--- src/rtl/vga_timing_gen.sv ---
// VGA timing generator. Walks a pixel grid of H_TOTAL x V_TOTAL positions. Origin (0,0) is the
// first visible pixel. Each line runs active, front porch, sync, back porch, and lines follow the
// same order within a frame. Every output is registered and decoded from the next-state counters,
// so each output describes the position held in the same cycle.

`timescale 1ns / 1ps

module vga_timing_gen #(
  parameter int unsigned H_ACTIVE = 640,
  parameter int unsigned H_FP     = 16,
  parameter int unsigned H_SYNC   = 96,
  parameter int unsigned H_BP     = 48,
  parameter int unsigned V_ACTIVE = 480,
  parameter int unsigned V_FP     = 10,
  parameter int unsigned V_SYNC   = 2,
  parameter int unsigned V_BP     = 33,
  parameter bit          SYNC_POL = 1'b0
) (
  input  logic       pclk,
  input  logic       rst_n,
  input  logic       enable,
  output logic       hsync,
  output logic       vsync,
  output logic       data_valid,
  output logic [9:0] h_data_cnt,
  output logic [9:0] v_data_cnt,
  output logic       line_start,
  output logic       frame_start
);

  localparam int unsigned H_TOTAL = H_ACTIVE + H_FP + H_SYNC + H_BP;
  localparam int unsigned V_TOTAL = V_ACTIVE + V_FP + V_SYNC + V_BP;

  localparam logic [9:0] H_LAST = 10'(H_TOTAL - 1);
  localparam logic [9:0] V_LAST = 10'(V_TOTAL - 1);

  // Decode bounds are one bit wider so a sync pulse ending exactly at 1024 does not wrap.
  localparam logic [10:0] H_VIS_END  = 11'(H_ACTIVE);
  localparam logic [10:0] H_SYNC_BEG = 11'(H_ACTIVE + H_FP);
  localparam logic [10:0] H_SYNC_END = 11'(H_ACTIVE + H_FP + H_SYNC);
  localparam logic [10:0] V_VIS_END  = 11'(V_ACTIVE);
  localparam logic [10:0] V_SYNC_BEG = 11'(V_ACTIVE + V_FP);
  localparam logic [10:0] V_SYNC_END = 11'(V_ACTIVE + V_FP + V_SYNC);

  logic [9:0]  h_pos_q, h_pos_d;
  logic [9:0]  v_pos_q, v_pos_d;
  logic [10:0] h_ext, v_ext;
  logic        h_vis, v_vis, h_sync_win, v_sync_win;

  logic       hsync_q, vsync_q, data_valid_q, line_start_q, frame_start_q;
  logic [9:0] h_data_cnt_q, v_data_cnt_q;

  // Next position: h wraps at H_TOTAL-1, v steps only on the h wrap; both hold while disabled.
  always_comb begin
    h_pos_d = h_pos_q;
    v_pos_d = v_pos_q;
    if (enable) begin
      if (h_pos_q == H_LAST) begin
        h_pos_d = '0;
        if (v_pos_q == V_LAST) begin
          v_pos_d = '0;
        end else begin
          v_pos_d = v_pos_q + 10'd1;
        end
      end else begin
        h_pos_d = h_pos_q + 10'd1;
      end
    end
  end

  // Region decode of the next position, so the registered outputs line up with the counters.
  always_comb begin
    h_ext      = {1'b0, h_pos_d};
    v_ext      = {1'b0, v_pos_d};
    h_vis      = (h_ext < H_VIS_END);
    v_vis      = (v_ext < V_VIS_END);
    h_sync_win = (h_ext >= H_SYNC_BEG) && (h_ext < H_SYNC_END);
    v_sync_win = (v_ext >= V_SYNC_BEG) && (v_ext < V_SYNC_END);
  end

  // Position counters; reset parks them on the last position so the first enabled edge is (0,0).
  always_ff @(posedge pclk or negedge rst_n) begin
    if (!rst_n) begin
      h_pos_q <= H_LAST;
      v_pos_q <= V_LAST;
    end else begin
      h_pos_q <= h_pos_d;
      v_pos_q <= v_pos_d;
    end
  end

  // Registered outputs; pulses and data_valid drop while frozen, syncs and coordinates hold.
  always_ff @(posedge pclk or negedge rst_n) begin
    if (!rst_n) begin
      hsync_q       <= ~SYNC_POL;
      vsync_q       <= ~SYNC_POL;
      data_valid_q  <= 1'b0;
      h_data_cnt_q  <= '0;
      v_data_cnt_q  <= '0;
      line_start_q  <= 1'b0;
      frame_start_q <= 1'b0;
    end else if (enable) begin
      hsync_q       <= h_sync_win ? SYNC_POL : ~SYNC_POL;
      vsync_q       <= v_sync_win ? SYNC_POL : ~SYNC_POL;
      data_valid_q  <= h_vis && v_vis;
      h_data_cnt_q  <= (h_vis && v_vis) ? h_pos_d : 10'd0;
      v_data_cnt_q  <= (h_vis && v_vis) ? v_pos_d : 10'd0;
      line_start_q  <= (h_pos_d == 10'd0) && v_vis;
      frame_start_q <= (h_pos_d == 10'd0) && (v_pos_d == 10'd0);
    end else begin
      data_valid_q  <= 1'b0;
      line_start_q  <= 1'b0;
      frame_start_q <= 1'b0;
    end
  end

  assign hsync       = hsync_q;
  assign vsync       = vsync_q;
  assign data_valid  = data_valid_q;
  assign h_data_cnt  = h_data_cnt_q;
  assign v_data_cnt  = v_data_cnt_q;
  assign line_start  = line_start_q;
  assign frame_start = frame_start_q;

endmodule

--- config.mk ---
export PLATFORM = sky130hd
export DESIGN_NAME = vga_timing_gen
export DESIGN_NICKNAME = d
export VERILOG_FILES = /design/src/rtl/vga_timing_gen.sv
export SDC_FILE = /design/constraint.sdc
export NUM_CORES = 1
export LEC_CHECK = 0
export CORE_UTILIZATION = 33
export CTS_BUF_LIST = sky130_fd_sc_hd__clkbuf_2 sky130_fd_sc_hd__clkbuf_4 sky130_fd_sc_hd__clkbuf_8
export DETAILED_ROUTE_END_ITERATION = 7
export PLACE_DENSITY = 0.62
export REMOVE_ABC_BUFFERS = 1
export SETUP_SLACK_MARGIN = 0.5
export SYNTH_ARGS = -nofsm -noshare
export SYNTH_HDL_FRONTEND = slang
export SYNTH_SLANG_ARGS = --single-unit
--- constraint.sdc ---
create_clock -name pclk -period 3 [get_ports pclk]
set_input_delay 0.9 -clock pclk [delete_from_list [all_inputs] [get_ports pclk]]
set_output_delay 0.9 -clock pclk [all_outputs]
set_load 0.005 [all_outputs]
Yosys cells after proc, flatten, opt, wreduce, memory -nomap -nowiden

Index checks and enable logic that the tools add are counted.
Widths: inputs -> output; s select.

Output and inout bits: 25
Logic and storage cells: 38
Input port bits: 3
Bits in registers: 45

Order comparisons: 6
Eq/ne operators: 2
Reduce and logical (&&, ||, !) cells: 7
Muxes and demuxes: 12
Add/subtract/negate cells: 2

Operators by type and width:

| kind                  | count |
|---|---|
| $mux 10               | 7 |
| $add 10x1->10 const B | 2 |
| $eq 10x10->1 const B  | 2 |
| $logic_not 10->1      | 2 |
| $lt 10x10->1 const B  | 2 |
| $lt 10x9->1 const B   | 2 |
| $ge 10x10->1 const B  | 1 |
| $ge 10x9->1 const B   | 1 |
| $logic_and 1x1->1     | 5 |
| $mux 1                | 5 |

Logic depth before layout (Yosys ltp)

Depth after elaboration: 7
Depth in mapped cells: 9
Gate-level depth less buffers: 8

Least setup slack after synthesis

No wires, ideal clock.

Path type: register to register
Start: reg h_pos_q[0]
End: reg frame_start_q (netlist: frame_start)
Data arrival time: 2,794 ps
Clock period less this slack: 2,890 ps
Slack: 110 ps
Path buffers: 1
Library setup time: 96 ps
Stages on the path, launching flop included: 9
Path through: dfstp_2 > ha_1 > nand4b_4 > or3_1 > clkbuf_1 > or4_1 > xnor2_1 > or4_1 > nor4_2

Word-level cells in the longest chain between the ends: 6

RTL lines:

| element                | RTL line | text |
|---|---|---|
| from (decl)            | 45       | `logic [9:0] h_pos_q, h_pos_d;` |
| from (signal assigned) | 87       | `h_pos_q <= h_pos_d;` |
| $eq 10x10->1           | 58       | `if (h_pos_q == H_LAST) begin` |
| $mux 10                | 58       |  |
| $mux 10                | 57       | `if (enable) begin` |
| via v_pos_d[5]         | 46       | `logic [9:0] v_pos_q, v_pos_d;` |
| $logic_not 10->1       | 109      | `frame_start_q <= (h_pos_d == 10'd0) && (v_pos_d == 10'd0);` |
| $logic_and 1x1->1      | 109      |  |
| $mux 1                 | 102      | `end else if (enable) begin` |
| to (signal assigned)   | 109      |  |
| to (decl)              | 50       | `logic hsync_q, vsync_q, data_valid_q, line_start_q, frame_start_q;` |

The timed path passes the listed nets, and every way through them passes these cells.
A chain may end at the register's enable or synchronous reset.

Final worst setup path

Start: reg h_pos_q[0]
End: reg frame_start_q (netlist: frame_start)

Word-level cells in the longest chain between the ends: 6

RTL lines:

| element                                              | RTL line |
|---|---|
| $add 10x1->10 / $eq 10x10->1 (equally long branches) | 66, 58 |
| $mux 10 *                                            | 58 |
| $mux 10 *                                            | 57 |
| via h_pos_d[8]                                       | 45 |
| $logic_not 10->1 *                                   | 109 |
| $logic_and 1x1->1 *                                  | 109 |
| $mux 1 *                                             | 102 |

Mark *: on every way through the listed nets, which the timed path passes. The rest lies on a longest branch.

==> flow_summary.toml <==
[timing]
relSlewSlack_pct = 62.6
timing.final.crit_share_pct = 92.9
fin_hold_ws_ps = 489
tns_ps = 0
rsz0062_at_grt = "yes"
skew_ps = 13.2
hold_viol = 0
setup_viol = 0
finalCriticalPeriod_ps = 2790
tightest_slew_ps = 561
max_clock_freq_mhz = 359
slew_violations = 0

[layout]
multi_input_area_sq_um = 1490
final_common_cell = "buf_4"
nets = 340
regArea_sq_um = 1140
final_cell_mix = "buf_4, dfrtp_1, nand2_1, clkdlybuf4s50_1, buf_6"
antenna_cells = 0
syn2layout_area_growth_pct = 53.6
nFillCells = 606
postLayoutCoreUtil_pct = 52.3
drive_gt1_share_pct = 43.3

[placement]
dpl.hpwl_mm = 4.55
io_buffer_count = 27
place_congestion = 0.962

[grt]
grt_first_pass_wirelength_mm = 11.8
grt_pass1_vias = 2236
antenna_found_initial = 0
gr-total-overflow = 0
grtUsageTotal_pct = 20.1
grt_max_degree = 46

[power]
pwr_density_cell_nw_per_um2 = 483
leakage_nw = 1.58
ir_drop_uv = 334

[logic_synthesis]
synth-edff-count = 0
synth-seq-cells = 45
netlist_instances = 243
netlist_area_sq_um = 2470
synth-main-ff-cell = "dfrtp_1"
yosysWarnings = 0
seq_area_frac_synth_pct = 46.2
synthDistinctLibCells = 58
synth-async-reset-ratio_pct = 100
syn_area_per_cell_sq_um = 10.2

[clock_tree]
clkTransAtPathRegs_ps = 90
cts-root-buf = "clkbuf_8"
clock_sinks = 45
cts_tree = "built"
cts_max_path_buffers = 2
holdBufCountCts = 0
cts_max_level = 2
insertion_delay_ps = 300
cts_buffers = 5

[setup_path]
worst_path_max_delay_cell = "or4_4"
cpPeakStageDelay_ps = 580
crit_family = "simple AND/OR/NAND/NOR gates"
crit_buf_inv = 2
worstSetupStartpointType = "flip-flop"
crit_chain = "ha_4 -> nand4b_4 -> buf_6 -> nor4_4 -> buf_4 -> a21oi_2 -> or4_1 -> or4_4 -> nor4_4"
path_class = "flip-flop to flip-flop"
cp.arrival_ps = 3000
required_ps = 3210
cp_max_fo = 3
end_kind = "flip-flop"
crit_top_cell = "nor4_4"

[detailed_routing]
vias = 2297
route.detailed.drc = 0
first_pass_iters = 4
viasPerCell = 5.29
post_drt_wl_per_cell_um = 17.1
final_antenna_net_count = 0
wl_mm = 7.41
first_iter_violations = 215

[die]
die_h_um = 88.5
die_width_um = 88.5
start_util_pct = 34.1
ioPinCount = 28
core_area_sq_um = 7250
row_count = 31
die-area_sq_um = 7830

[min_path]
hp-class = "flip-flop to flip-flop"

[job]
maxCapViolCount = 0

[outcome]
status = "complete, no violations"
==> where the power goes <==
group | leakage (nW) | internal, mW | switching, mW | total [mW]
logic | 1.00 | 0.358 | 0.329 | 0.687
registers | 0.541 | 0.712 | 0.0657 | 0.778
clock network | 0.0439 | 0.161 | 0.206 | 0.366
==> worst paths after layout <==
kind | startpoint | end | slack (ps) | cells after the start
max reg2reg | h_pos_q[0]$_DFF_PN1_ | frame_start$_DFF_PN0_ | 210 | 9
min reg2reg | h_data_cnt[8]$_DFFE_PN0P_ | h_data_cnt[8]$_DFFE_PN0P_ | 490 | 1
max in group asynchronous | rst_n | vsync$_DFFE_PN1P_ | 1940 | 2
min in group asynchronous | rst_n | h_data_cnt[9]$_DFFE_PN0P_ | 670 | 2
min | h_data_cnt[8]$_DFFE_PN0P_ | h_data_cnt[8]$_DFFE_PN0P_ | 490 | 1
max | h_pos_q[0]$_DFF_PN1_ | frame_start$_DFF_PN0_ | 210 | 9
==> cells by family after synthesis <==
kind of cell,after synthesis,share of synthesized area [%]
AO/OA/AOI/OAI,57,17.0
buffers and inverters,28,5.47
XOR/XNOR,9,3.19
adder cells (fa/ha/maj),3,1.52
multiplexers,6,2.48
flip-flops,45,46.2
AND/OR/NAND/NOR,95,24.2
==> timing repair <==
item,CTS,global route
setup endpoints to repair,26,24
resized for setup,58,18
pin swaps,27,15
buffers inserted,22,5
==> stage by stage <==
step                setup WS, ps  power (mW)  area (sq um)  cells
floorplan                   -107        1.01          2380    228
global placement            -439        1.25          3110    399
detailed placement          -412        1.26          3110    399
CTS                          286        1.78          3630    429
global route                 117        1.93          3790    434
finish                       213        1.83          3790    434
==> synth_stat cells (all sizes together), types with 2 or more instances <==
cell     number  share of area, %
inv          13               2.0
a31oi         4               1.0
o2111ai       2              0.71
nand4b        2               1.3
and4          2              0.71
xor2          2              0.71
or2           2              0.51
nand4bb       2              0.91
nand2        26               4.0
ha            3               1.5
dfstp        12                13
or4b          2              0.96
mux2i         5               2.0
clkbuf        8               1.2
o31a          2              0.71
nor2b         2              0.51
o21ai        14               2.8
nor4          4               1.9
or3           5               1.5
nand4         7               1.8
o2bb2ai      19               6.7
nand3        10               2.4
buf           7               2.3
and3          2              0.51
nor2         11               1.8
dfrtp        33                33
or4           6               2.0
or3b          2              0.71
a21oi         5               1.3
nor3          9               2.5
xnor2         7               2.5
o21a          2              0.61
==> flip-flops by register name, summed over array words and instances, names as in the netlist <==
register	flops
vsync	1
v_pos_q	10
h_pos_q	10
line_start	1
frame_start	1
v_data_cnt	10
hsync	1
data_valid	1
h_data_cnt	10
==> layer usage <==
| metal | track usage, % | up-vias | wire, um |
|---|---|---|---|
| li1 | - | 1077 | - |
| met1 | 28.5 | 1124 | 3330 |
| met2 | 31.3 | 80 | 3570 |
| met3 | 2.80 | 16 | 344 |
| met4 | 7.33 | 0 | 171 |
| met5 | 0 | - | 0 |
==> final cells by class <==
type | instances | share of cell area [%]
clock buffers | 5 | 1.81
well taps | 99 | 3.27
repair buffers | 99 | 23.8
flip-flops and latches | 45 | 30.1
inverters | 13 | 1.29
clock inverters | 3 | 0.462
multi-input cells | 170 | 39.3
(Power assumes the default switching activity.)
